`src/rtl/seq_comparator.sv`:
```
// Sequential magnitude comparator. It compares two WIDTH-bit operands one SLICE-bit
// slice per clock, starting at the most-significant slice, and stops at the first slice that differs.
module seq_comparator #(
    parameter int WIDTH = 16,
    parameter int SLICE = 4
) (
    input  logic             clk,
    input  logic             rst_n,
    input  logic             start,
    input  logic             signed_mode,
    input  logic [WIDTH-1:0] A,
    input  logic [WIDTH-1:0] B,
    output logic             busy,
    output logic             done,
    output logic             Gt,
    output logic             Lt,
    output logic             Et
);

    localparam int NSLICE = WIDTH / SLICE;
    localparam int CW     = (NSLICE > 1) ? $clog2(NSLICE) : 1;
    localparam logic [CW-1:0] LAST_IDX = CW'(NSLICE - 1);

    typedef enum logic {
        IDLE = 1'b0,
        CMP  = 1'b1
    } state_t;

    state_t           state_q, state_d;
    logic [CW-1:0]    cnt_q, cnt_d;
    logic [WIDTH-1:0] a_q, a_d;
    logic [WIDTH-1:0] b_q, b_d;
    logic             busy_q, busy_d;
    logic             done_q, done_d;
    logic             gt_q, gt_d;
    logic             lt_q, lt_d;
    logic             et_q, et_d;

    logic [WIDTH-1:0] a_in;
    logic [WIDTH-1:0] b_in;
    logic [SLICE-1:0] a_top;
    logic [SLICE-1:0] b_top;
    logic             slice_gt;
    logic             slice_lt;

    // Flipping both sign bits maps two's-complement order onto unsigned order.
    always_comb begin
        a_in            = A;
        b_in            = B;
        a_in[WIDTH-1]   = A[WIDTH-1] ^ signed_mode;
        b_in[WIDTH-1]   = B[WIDTH-1] ^ signed_mode;
    end

    assign a_top    = a_q[WIDTH-1 -: SLICE];
    assign b_top    = b_q[WIDTH-1 -: SLICE];
    assign slice_gt = (a_top > b_top);
    assign slice_lt = (a_top < b_top);

    always_comb begin
        state_d = state_q;
        cnt_d   = cnt_q;
        a_d     = a_q;
        b_d     = b_q;
        busy_d  = busy_q;
        done_d  = 1'b0;
        gt_d    = gt_q;
        lt_d    = lt_q;
        et_d    = et_q;

        unique case (state_q)
            IDLE: begin
                if (start) begin
                    a_d     = a_in;
                    b_d     = b_in;
                    cnt_d   = '0;
                    busy_d  = 1'b1;
                    state_d = CMP;
                end
            end
            CMP: begin
                if (slice_gt || slice_lt) begin
                    gt_d    = slice_gt;
                    lt_d    = slice_lt;
                    et_d    = 1'b0;
                    done_d  = 1'b1;
                    busy_d  = 1'b0;
                    state_d = IDLE;
                end else if (cnt_q == LAST_IDX) begin
                    gt_d    = 1'b0;
                    lt_d    = 1'b0;
                    et_d    = 1'b1;
                    done_d  = 1'b1;
                    busy_d  = 1'b0;
                    state_d = IDLE;
                end else begin
                    a_d   = a_q << SLICE;
                    b_d   = b_q << SLICE;
                    cnt_d = cnt_q + CW'(1);
                end
            end
            default: begin
                state_d = IDLE;
                busy_d  = 1'b0;
            end
        endcase
    end

    always_ff @(posedge clk or negedge rst_n) begin
        if (!rst_n) begin
            state_q <= IDLE;
            cnt_q   <= '0;
            a_q     <= '0;
            b_q     <= '0;
            busy_q  <= 1'b0;
            done_q  <= 1'b0;
            gt_q    <= 1'b0;
            lt_q    <= 1'b0;
            et_q    <= 1'b0;
        end else begin
            state_q <= state_d;
            cnt_q   <= cnt_d;
            a_q     <= a_d;
            b_q     <= b_d;
            busy_q  <= busy_d;
            done_q  <= done_d;
            gt_q    <= gt_d;
            lt_q    <= lt_d;
            et_q    <= et_d;
        end
    end

    assign busy = busy_q;
    assign done = done_q;
    assign Gt   = gt_q;
    assign Lt   = lt_q;
    assign Et   = et_q;

endmodule

```
`config.mk`:
```
export PLATFORM = sky130hd
export DESIGN_NAME = seq_comparator
export DESIGN_NICKNAME = d
export VERILOG_FILES = /design/src/rtl/seq_comparator.sv
export SDC_FILE = /design/constraint.sdc
export NUM_CORES = 1
export LEC_CHECK = 0
export ABC_AREA = 1
export ABC_CLOCK_PERIOD_IN_PS = 2700
export BUFFER_PORTS_ARGS = -buffer_cell sky130_fd_sc_hd__buf_2
export CAP_MARGIN = 20
export CORE_MARGIN = 3
export CORE_UTILIZATION = 50
export DETAILED_ROUTE_END_ITERATION = 7
export PLACE_DENSITY = 0.84
export SYNTH_ARGS = -nofsm -noshare
export SYNTH_HDL_FRONTEND = slang
export SYNTH_SLANG_ARGS = --single-unit
```
`constraint.sdc`:
```
create_clock -name clk -period 2.7 [get_ports clk]
set_input_delay 0.81 -clock clk [delete_from_list [all_inputs] [get_ports clk]]
set_output_delay 0.81 -clock clk [all_outputs]
set_load 0.1 [all_outputs]
```
Yosys cells after proc, flatten, opt, wreduce, memory -nomap -nowiden. Cells that the tools add are included.

Multiply operators: 0. Add/subtract/negate cells: 1. Div/mod/pow operators: 0. Bitwise gates (word level): 3. Order comparisons: 2. Reductions and logical operators: 5. Mux-type cells: 27. Equality and inequality tests: 5. Shift operators: 0.

Operators by type and width (count): $mux W16 (6); $pmux W16 S2 (2); $mux W1 (13); $mux W2 (3); $ne A2 B2 Y1 const B (3); $gt A4 B4 Y1 (1); $lt A4 B4 Y1 (1); $pmux W1 S2 (2); $pmux W2 S2 (1); $reduce_and A2 Y1 (2); $ne A3 B1 Y1 const B (1); $reduce_and A3 Y1 (1); $add A2 B1 Y2 const B (1); $eq A2 B2 Y1 const B (1); $reduce_bool A2 Y1 (1); $xor A1 B1 Y1 (2); $logic_or A1 B1 Y1 (1); $not A1 Y1 (1).

Flip-flop bits (word level): 40. Word-level logic and storage cells: 52. ROM bits: 0. Output and inout bits: 5. Bits of input ports: 36. Memory bits (writable): 0. Latch bits: 0. Memories: 0.

Depth between registers and ports, before layout.
Depth in word-level cells: 4. Depth in mapped cells: 12. Gate-level depth less buffers: 11.

Least setup slack after synthesis. OpenSTA, ideal clock, no wires.

Path type: flip-flop to output port. Start point: register et_q (netlist: Et). End point: output Et. Stages on the path, launching flop included: 1. Path buffers: 0. Data arrival time: 0.898 ns. Required time: 1.890 ns. Slack: 0.992 ns. Cell sequence: dfrtp_1.

RTL lines: start: declaration (RTL line 37) `logic et_q, et_d;`; start signal: assignment (RTL line 128) `et_q <= et_d;`; end: declaration (RTL line 17) `output logic Et`.

No word-level cell between the ends.

Worst setup path after layout.
Start point: register a_q[15]. End point: register b_q[13].

Word-level cells in the longest chain between the ends: 4. Elaborated cells between the ends (all ways): 5. Those cells by class: 2 x order compare; 1 x eq/ne; 2 x reduce/logical.

RTL lines: start: declaration (RTL line 31) `logic [WIDTH-1:0] a_q, a_d;`; start signal: assignment (RTL line 112) `a_q <= '0;`; start signal: assignment (RTL line 122) `a_q <= a_d;`; $gt A4 B4 Y1 / $lt A4 B4 Y1 (equally long branches) (RTL line 56, 57); $logic_or A1 B1 Y1 (*) (RTL line 81) `if (slice_gt || slice_lt) begin`; $ne A2 B2 Y1 (no line) (*); $reduce_and A3 Y1 (no line) (*); end signal: assignment (RTL line 113) `b_q <= '0;`; end signal: assignment (RTL line 123) `b_q <= b_d;`; end: declaration (RTL line 32) `logic [WIDTH-1:0] b_q, b_d;`.

Every way passes the cells marked *; elsewhere a longest branch is shown, timed or not. A chain may end at the register's enable or synchronous reset.

==> qor.yml <==
diodes: 0
ys_seq_area_share_pct: 49.35
synth_fp_nets: 311
final_nets: 347
max_slew.worst_pin.slew_ns: 0.8785
r2r_cells: 7
place_inst: 347
slew_headroom_pct: 41.43
clockBufferDepth: 2
io_pins: 41
clkTransAtPathRegs_ns: 0.07
crit_cells: 7
fin_util_pct: 61.31
die_h_um: 69.69
layout_common_cells: "150 x nand2_1, 40 x dfrtp_1, 40 x buf_2"
grt-ovfl-total: 0
crit_type: "flop to flop"
period_needed_ns: 2.060
grt_pass1_wl_um: 7258
hold_path_depth: 2
hold_ws_ns: 0.4860
hp-class: "flop to flop"
grt_pass1_vias: 1724
dr.pass1.iters: 4
powerDensity_nw_per_um2: 1089
crit_path_frequent_cell: "nand2_1"
drv_cap: 0
post_cts_resized: 0
clk_latency_ns: 0.29
final_common_cell: "nand2_1"
rsz0062_at_grt: "false"
synth_largest_area_cell: "dfrtp_1"
area_delta_synth_final_pct: 14.00
crit_chain: "ha_1 > nand2_2 > nor3_4 > nand3_4 > nand2_4 > nand2_1 > nand2_1"
synth_cells: 270
numPortBuffers: 40
crit_required_ns: 2.93
numCtsBuffers: 5
max_freq_ghz: 0.4854
finalSetupTns_ns: 0
finalWirelength_um: 4111
cts_tree: "built"
ant_nets: 0
critPathSlowestCell: "dfrtp_1"
synth_top_cells_by_area: "dfrtp_1 49%, nand2_1 28%, nand3_1 8.4%"
setup_viol: 0
die_w_um: 69.69
fin_skew_ns: 0.006665
routabilityCongestion: 0.7484
leakagePower_nw: 1.347
design.die.area_um2: 4857
final.setup.worst_slack_ns: 0.6400
crit_path_end_kind: "flop"
synth_top_area_share_pct: 49.35
cts_setup_buffers: 0
drt_iter0_markers: 135
grt_max_degree: 41
syn_area_um2: 2028
hold_viol_final: 0
vias: 1745
core_um2: 3771
crit_family: "simple AND/OR/NAND/NOR gates"
wl_per_cell_um: 11.61
critPathBufInv: 0
start_util_pct: 53.78
synth_seq_cells: 40
slowest_delay_ns: 0.39
dp_hpwl_um: 2805
root_buffer: "clkbuf_8"
finalMaxSlewViolations: 0
vias_per_cell: 4.929
outcome: "completed"
min_period_over_period_pct: 76.30
drive_gt1_share_pct: 18.30
rows: 22
pre_cts_slack_ns: 0.6551
groute.usage.overall_pct: 18.54
layout.cells.non_filler: 354
ir_drop_uv: 474.4
syn_area_per_cell_um2: 7.512
antenna_found_initial: 0
synth_cell_types: 17
cts_hold_buf: 0
synth_warnings: 0
crit_fanout: 35
drc: 0
cp.arrival_ns: 2.29
cts.sinks: 40
htreeDepth: 2
start_kind: "flop"
per-stage QoR:
step	area (µm²)	power, mW
after floorplan	2028	1.934
after global placement	2235	2.117
after detailed placement	2235	2.172
after CTS	2312	2.540
after global routing	2312	2.734
final	2312	2.517
sequential cells by signal, indices dropped and copies added, names as in the netlist:
name and flops:
b_q 16, state_q 1, Gt 1, cnt_q 2, done 1, Lt 1
Et 1, a_q 16, busy 1
final cells by class:
cell class	count	area, µm²
repair buffers	43	222.7
fillers	344	1459
clock buffers	6	72.57
inverters	11	41.29
well taps	48	60.06
clock inverters	1	5.005
multi-input cells	205	909.6
flip-flops and latches	40	1001
cells in the mapped netlist, drive strengths merged:
master,number
ha,5
nand3,35
nand4,2
nor2,1
nor3,1
buf,9
clkbuf,5
o21ai,5
inv,11
nand2,153
a21oi,3
dfrtp,40
report_power, final:
group          switching (mW)  internal [mW]
sequential              0.134          0.855
combinational           0.828          0.332
clock                   0.192          0.176
worst paths after layout:
| check | startpoint | endpoint | slack [ns] |
|---|---|---|---|
| setup / recovery | a_q[15] | b_q[13] | 0.64 |
| hold / removal | Gt | Gt | 0.49 |
| setup reg to reg | a_q[15] | b_q[13] | 0.64 |
| hold reg to reg | Gt | Gt | 0.49 |
| max in group asynchronous | rst_n | a_q[4] | 1.51 |
| min in group asynchronous | rst_n | Gt | 0.63 |
routing by layer:
| metal | vias to the layer above | part of all wire, % | track usage (%) |
|---|---|---|---|
| met4 | 0 | 1.3 | 5.957 |
| met1 | 785 | 45 | 22.87 |
| met5 | - | 0 | 0 |
| met3 | 5 | 4.7 | 4.783 |
| met2 | 41 | 49 | 31.67 |
| li1 | 914 | - | - |
worst register-to-register path, stage by stage, from the launching register on:
cell and delay [ns]:
dfrtp_1 0.39, ha_1 0.33, nand2_2 0.10, nor3_4 0.27
nand3_4 0.36, nand2_4 0.37, nand2_1 0.10, nand2_1 0.07
cell families (layout without fill, tap and decap cells):
group / count (synthesis) / count (layout) / share of synthesized area [%]
adder cells (fa/ha/maj): 5 / 5 / 3.085
AO/OA/AOI/OAI: 8 / 8 / 1.974
buffers and inverters: 25 / 61 / 5.799
AND/OR/NAND/NOR: 192 / 192 / 39.79
flip-flops: 40 / 40 / 49.35
Power figures use the tool's default switching activity.
